[config.mk]
export PLATFORM = sky130hd
export DESIGN_NAME = cpu_seq_ctrl
export DESIGN_NICKNAME = d
export VERILOG_FILES = /design/src/rtl/cpu_seq_pkg.sv /design/src/rtl/cpu_seq_ctrl_tmo.sv /design/src/rtl/cpu_seq_ctrl.sv
export SDC_FILE = /design/constraint.sdc
export NUM_CORES = 1
export LEC_CHECK = 0
export ABC_AREA = 1
export CORE_UTILIZATION = 43
export CTS_CLUSTER_DIAMETER = 80
export DETAILED_ROUTE_END_ITERATION = 6
export MAX_ROUTING_LAYER = met4
export PLACE_DENSITY = 0.77
export SLEW_MARGIN = 5
export SYNTH_ARGS = -nofsm -noshare
export SYNTH_HDL_FRONTEND = slang
export SYNTH_HIERARCHICAL = 1
export SYNTH_SLANG_ARGS = --single-unit
[constraint.sdc]
create_clock -name clk -period 2.85 [get_ports clk]
set_clock_uncertainty 0.05 [all_clocks]
set_input_delay 0.57 -clock clk [delete_from_list [all_inputs] [get_ports clk]]
set_output_delay 0.57 -clock clk [all_outputs]
set_load 0.02 [all_outputs]
[src/rtl/cpu_seq_pkg.sv]
// Shared encodings for the multi-cycle sequencer: state codes,
// halt causes and the wait-state helper.
package cpu_seq_pkg;

  localparam logic [3:0] ST_IDLE   = 4'd0;
  localparam logic [3:0] ST_F_REQ  = 4'd1;
  localparam logic [3:0] ST_F_WAIT = 4'd2;
  localparam logic [3:0] ST_DECODE = 4'd3;
  localparam logic [3:0] ST_EXEC   = 4'd4;
  localparam logic [3:0] ST_M_REQ  = 4'd5;
  localparam logic [3:0] ST_M_WAIT = 4'd6;
  localparam logic [3:0] ST_WB     = 4'd7;
  localparam logic [3:0] ST_HALT   = 4'd8;

  typedef enum logic [3:0] {
    S_IDLE   = ST_IDLE,
    S_F_REQ  = ST_F_REQ,
    S_F_WAIT = ST_F_WAIT,
    S_DECODE = ST_DECODE,
    S_EXEC   = ST_EXEC,
    S_M_REQ  = ST_M_REQ,
    S_M_WAIT = ST_M_WAIT,
    S_WB     = ST_WB,
    S_HALT   = ST_HALT
  } state_e;

  localparam logic [1:0] HALT_NONE    = 2'b00;
  localparam logic [1:0] HALT_EBREAK  = 2'b01;
  localparam logic [1:0] HALT_ILLEGAL = 2'b10;
  localparam logic [1:0] HALT_TIMEOUT = 2'b11;

  function automatic logic is_mem_wait(input state_e s);
    return (s == S_F_REQ) || (s == S_F_WAIT) ||
           (s == S_M_REQ) || (s == S_M_WAIT);
  endfunction

endpackage

[src/rtl/cpu_seq_ctrl_tmo.sv]
// Saturating stall counter; flags expiry on the stalled cycle
// that reaches the limit. A zero limit never expires.
module seq_timeout_cnt #(
  parameter int W = 32
) (
  input  logic         clk,
  input  logic         rst_n,
  input  logic         i_clr,
  input  logic         i_en,
  input  logic [W-1:0] i_limit,
  output logic         o_expired
);

  logic [W-1:0] r_cnt;

  always_ff @(posedge clk or negedge rst_n) begin
    if (!rst_n) begin
      r_cnt <= '0;
    end else if (i_clr) begin
      r_cnt <= '0;
    end else if (i_en && r_cnt != '1) begin
      r_cnt <= r_cnt + W'(1);
    end
  end

  assign o_expired = i_en && (i_limit != '0) &&
                     (r_cnt >= i_limit - W'(1));

endmodule

[src/rtl/cpu_seq_ctrl.sv]
// Multi-cycle RV32 sequencer. Define CPU_SEQ_PERF_EN to build the
// cycle/instret counters; otherwise those ports read zero.
module cpu_seq_ctrl
  import cpu_seq_pkg::*;
#(
  parameter int XLEN    = 32,
  parameter int TIMEOUT = 255,
  parameter int CNT_W   = 64
) (
  input  logic             clk,
  input  logic             rst,
  input  logic             run,
  output logic             imem_req_valid,
  input  logic             imem_req_ready,
  input  logic             imem_rsp_valid,
  input  logic [XLEN-1:0]  imem_rsp_data,
  output logic [XLEN-1:0]  ir,
  input  logic             op_load,
  input  logic             op_store,
  input  logic             op_ebreak,
  input  logic             op_illegal,
  output logic             dmem_req_valid,
  output logic             dmem_req_we,
  input  logic             dmem_req_ready,
  input  logic             dmem_rsp_valid,
  output logic             pc_we,
  output logic             reg_we,
  output logic             halted,
  output logic [1:0]       halt_cause,
  output logic [CNT_W-1:0] cycle_cnt,
  output logic [CNT_W-1:0] instret_cnt
);

  state_e          r_state;
  state_e          w_next;
  logic [XLEN-1:0] r_ir;
  logic            r_store;
  logic [1:0]      r_cause;
  logic [1:0]      w_cause;
  logic            w_stall;
  logic            w_expired;

  seq_timeout_cnt #(.W(32)) u_tmo (
    .clk       (clk),
    .rst_n     (rst),
    .i_clr     (w_next != r_state),
    .i_en      (w_stall),
    .i_limit   (32'(TIMEOUT)),
    .o_expired (w_expired)
  );

  always_comb begin
    w_next  = r_state;
    w_stall = 1'b0;
    w_cause = HALT_NONE;
    unique case (r_state)
      S_IDLE:   if (run) w_next = S_F_REQ;
      S_F_REQ:
        if (imem_req_ready) w_next = S_F_WAIT;
        else w_stall = 1'b1;
      S_F_WAIT:
        if (imem_rsp_valid) w_next = S_DECODE;
        else w_stall = 1'b1;
      S_DECODE:
        if (op_illegal) begin
          w_next  = S_HALT;
          w_cause = HALT_ILLEGAL;
        end else if (op_ebreak) begin
          w_next  = S_HALT;
          w_cause = HALT_EBREAK;
        end else begin
          w_next = S_EXEC;
        end
      S_EXEC:
        w_next = (op_load || op_store) ? S_M_REQ : S_WB;
      S_M_REQ:
        if (dmem_req_ready) w_next = S_M_WAIT;
        else w_stall = 1'b1;
      S_M_WAIT:
        if (dmem_rsp_valid) w_next = S_WB;
        else w_stall = 1'b1;
      S_WB:     w_next = run ? S_F_REQ : S_IDLE;
      S_HALT:   w_next = S_HALT;
      default:  w_next = S_IDLE;
    endcase
    // A stall that hits the limit overrides staying put.
    if (w_stall && w_expired && is_mem_wait(r_state)) begin
      w_next  = S_HALT;
      w_cause = HALT_TIMEOUT;
    end
  end

  always_ff @(posedge clk or negedge rst) begin
    if (!rst) begin
      r_state <= S_IDLE;
      r_ir    <= '0;
      r_store <= 1'b0;
      r_cause <= HALT_NONE;
    end else begin
      r_state <= w_next;
      if (r_state == S_F_WAIT && imem_rsp_valid) r_ir <= imem_rsp_data;
      if (r_state == S_EXEC) r_store <= op_store;
      if (w_next == S_HALT && r_state != S_HALT) r_cause <= w_cause;
    end
  end

  assign ir             = r_ir;
  assign imem_req_valid = (r_state == S_F_REQ);
  assign dmem_req_valid = (r_state == S_M_REQ);
  assign dmem_req_we    = (r_state == S_M_REQ) && r_store;
  assign pc_we          = (r_state == S_WB);
  assign reg_we         = (r_state == S_WB) && !r_store;
  assign halted         = (r_state == S_HALT);
  assign halt_cause     = r_cause;

`ifdef CPU_SEQ_PERF_EN
  logic [CNT_W-1:0] r_cyc;
  logic [CNT_W-1:0] r_ret;

  always_ff @(posedge clk or negedge rst) begin
    if (!rst) begin
      r_cyc <= '0;
      r_ret <= '0;
    end else begin
      if (r_state != S_IDLE && r_state != S_HALT) r_cyc <= r_cyc + CNT_W'(1);
      if (r_state == S_WB) r_ret <= r_ret + CNT_W'(1);
    end
  end

  assign cycle_cnt   = r_cyc;
  assign instret_cnt = r_ret;
`else
  assign cycle_cnt   = '0;
  assign instret_cnt = '0;
`endif

endmodule

==> results.md <==
- # nets final: 1168
- Clk sinks: 71
- First-pass GRT wire length: 23.7 mm
- Tcrit/Tclk final: 0.927
- Routed WL: 14.5 mm
- Max incr delay on CP: 0.44 ns
- Internal: 2.94 mW
- Clk Latency, worst-skew pair: 0.33 ns
- Vias per cell: 4.42
- Synthesized area: 0.00649 mm²
- Post-Synth Adder-Cell Area: 0.0656
- Sum of negative setup slack: 0 ns
- Wirelength per Cell: 11.3 µm
- Die Area: 0.0156 mm²
- Slew Viols, Final: 0
- Hold WC Path Type: input port to async pin
- CP endpoint kind: register
- Fmax: 378 MHz
- Row cnt: 44
- VDD IR max: 411 µV
- Initial drt markers: 323
- CTS Buf Count: 9
- Flop pwr share: 0.283
- Via count: 5659
- GR Overflow Total: 0
- Post-synthesis xor/xnor area fraction: 0.0527
- Worst Max-Slew Pin Slew: 0.891 ns
- Crit Path Max Fanout: 7
- WP data required: 3.01 ns
- Syn Area/Cell: 7.32 µm²
- Total track usage: 0.194
- H-tree depth: 3
- DRC: 46
- PwrDens: 659 mW/mm²
- Layout cells sized above 1: 0.0868
- Minimum clock period: 2.64 ns
- CTS max path bufs: 2
- Largest net degree at the start of global routing: 72
- Sequential share of the synthesized area: 0.274
- # Max-Cap Violations: 0
- Main synth FF type: dfrtp_1
- Final ANT Viol Nets: 0
- Yosys top cell by area: dfrtp_1
- Status: complete, but fails checks
- Critical Path Source Type: register
- Clk Tree Root Cell: clkbuf_16
- Final setup violation count: 0
- Vias in the first global route: 4998
- Largest cells by area after synthesis: dfrtp_1, buf_4, nand2_1, ha_1, nor2_1
- Reg clk slew, reported paths: 0.06 ns
- Final instance area: 0.00782 mm²
- Core Region: 0.0146 mm²
- Initial Util: 0.443
- Most frequent cells in the layout: conb_1, nand2_1, nor2_1
- Gpl congestion: 0.972
- Leak Pwr: 3.99 nW
- Most frequent CP cell: nand2_1
- Final hold violation count: 0
- Die Height: 125 µm
- Violated checks: DRC
- Dpl cell area: 0.00753 mm²
- I/O Buffers: 82
- CTS tree: done
- Core Util, Final: 0.534
- Comb pwr share: 0.521
- Switching Share: 0.429
- Clk pwr share: 0.196
- Slowest CP cell: dfrtp_1
- DP HPWL: 11.7 mm
- Yosys cell types: 38
- Largest family of logic cells by synthesized area: simple AND/OR/NAND/NOR gates
- Syn Inst Count: 886
- First-pass DRT Iterations: 7
- #FFs+latches synth: 71
- Simple-gate share of the synthesized area: 0.309
- Arr. time, crit path: 2.80 ns
- Crit path kind: register to register
- Post-synthesis mux area share: 0.0556
- CP Cell Sequence: ha_1 > nand2_1 > nor3_1 > nand2_1 > nand2_1 > nand2_1 > a21oi_2 > o21ai_4 > nand2_1 > nand2_1 > nand2_1 > nand3_1 > inv_2 > nand2_4 > buf_4 > nand2_1 > o21ai_1
- Async set-reset flop share out of synthesis: 1.00
- Slew Limit Headroom: 0.406
- Min Hold Slack: 0.327 ns
- Area growth syn-to-layout: 20.6%
- NetSw: 2.21 mW
- Number of diodes: 0
- Die width: 125 µm
- Top cell type's share of synthesized area: 0.274
- Hold_buf cts: 0
- Synth Area in Compound Gates: 0.0332
- Post-synth EDFFs: 0
- Synth warnings: 6
- # IOs: 211
- Most common cell after layout, fill and taps aside: conb_1
- Initial antenna violation count: 0
registers in the layout, summed over array words and instances (netlist names):
name         cells
halt_cause       2
ir              32
r_state          4
r_store          1
u_tmo/r_cnt     32
per-stage QoR:
| stage | worst slack [ns] | power [mW] | std cells |
|---|---|---|---|
| global placement | 0.0457 | 4.06 | 1263 |
| CTS | 0.112 | 5.15 | 1278 |
| detailed placement | -0.0111 | 4.13 | 1263 |
| global route | -0.0147 | 5.48 | 1279 |
| floorplan | 0.143 | 3.28 | 1107 |
| finish | 0.208 | 5.15 | 1279 |
critical path: cells and delay by family (launching register included):
kind | cells | cell delay (ns)
compound gates | 3 | 0.41
simple gates | 11 | 1.00
flops | 1 | 0.44
buf+inv | 2 | 0.29
fa+ha+maj | 1 | 0.32
final timing paths:
path	from	endpoint	slack, ns	cells past startpoint
setup / recovery	u_tmo/r_cnt[13]	u_tmo/r_cnt[8]	0.21	17
hold / removal	rst	u_tmo/r_cnt[5]	0.33	1
setup reg to reg	u_tmo/r_cnt[13]	u_tmo/r_cnt[8]	0.21	17
hold reg to reg	ir[11]	ir[11]	0.43	1
max in group asynchronous	rst	u_tmo/r_cnt[3]	1.82	1
min in group clk	ir[11]	ir[11]	0.43	1
power by group through the flow:
stage | Combinational (mW) | Clock [mW] | Sequential, mW
2_1_floorplan | 1.52 | 0 | 1.76
3_3_place_gp | 2.60 | 0 | 1.45
3_5_place_dp | 2.65 | 0 | 1.48
4_1_cts | 2.66 | 1.03 | 1.46
5_1_grt | 2.90 | 1.08 | 1.50
6_report | 2.69 | 1.01 | 1.46
cell usage after synthesis (7+ instances only):
cell,count
nand2_1,217
buf_4,128
nor2_1,110
dfrtp_1,71
inv_1,70
nand3_1,41
ha_1,34
mux2_1,30
nand4_1,28
xnor2_1,21
a21oi_1,20
nor3_1,20
xor2_1,18
nand2_2,10
inv_2,9
nor2_4,7
cells by family (layout without fill, tap and decap cells):
logic type | Yosys count | in the layout
flops | 71 | 71
simple gates | 451 | 451
fa+ha+maj | 34 | 34
buf+inv | 219 | 207
compound gates | 38 | 38
xor+xnor | 39 | 39
other cells | 2 | 223
mux | 32 | 32
final cells by class:
class | count | area [µm²]
fillers | 1414 | 6820
multi-input cells | 817 | 4200
flip-flops and latches | 71 | 1780
repair buffers | 112 | 1040
inverters | 80 | 308
clock buffers | 12 | 246
well taps | 184 | 230
clock inverters | 3 | 20.0
per-layer routing:
| metal | GRT usage | share of wire | up-vias |
|---|---|---|---|
| met5 | - | 0 | - |
| met4 | 0.0717 | 0.024 | 0 |
| met3 | 0.0374 | 0.086 | 28 |
| met2 | 0.319 | 0.47 | 239 |
| met1 | 0.236 | 0.42 | 2504 |
| li1 | - | - | 2888 |
timing repair:
item	in CTS	in global routing
buffers inserted	0	1
gates resized for setup	0	7
endpoints found under the setup margin	0	31
(Power assumes the default switching activity.)
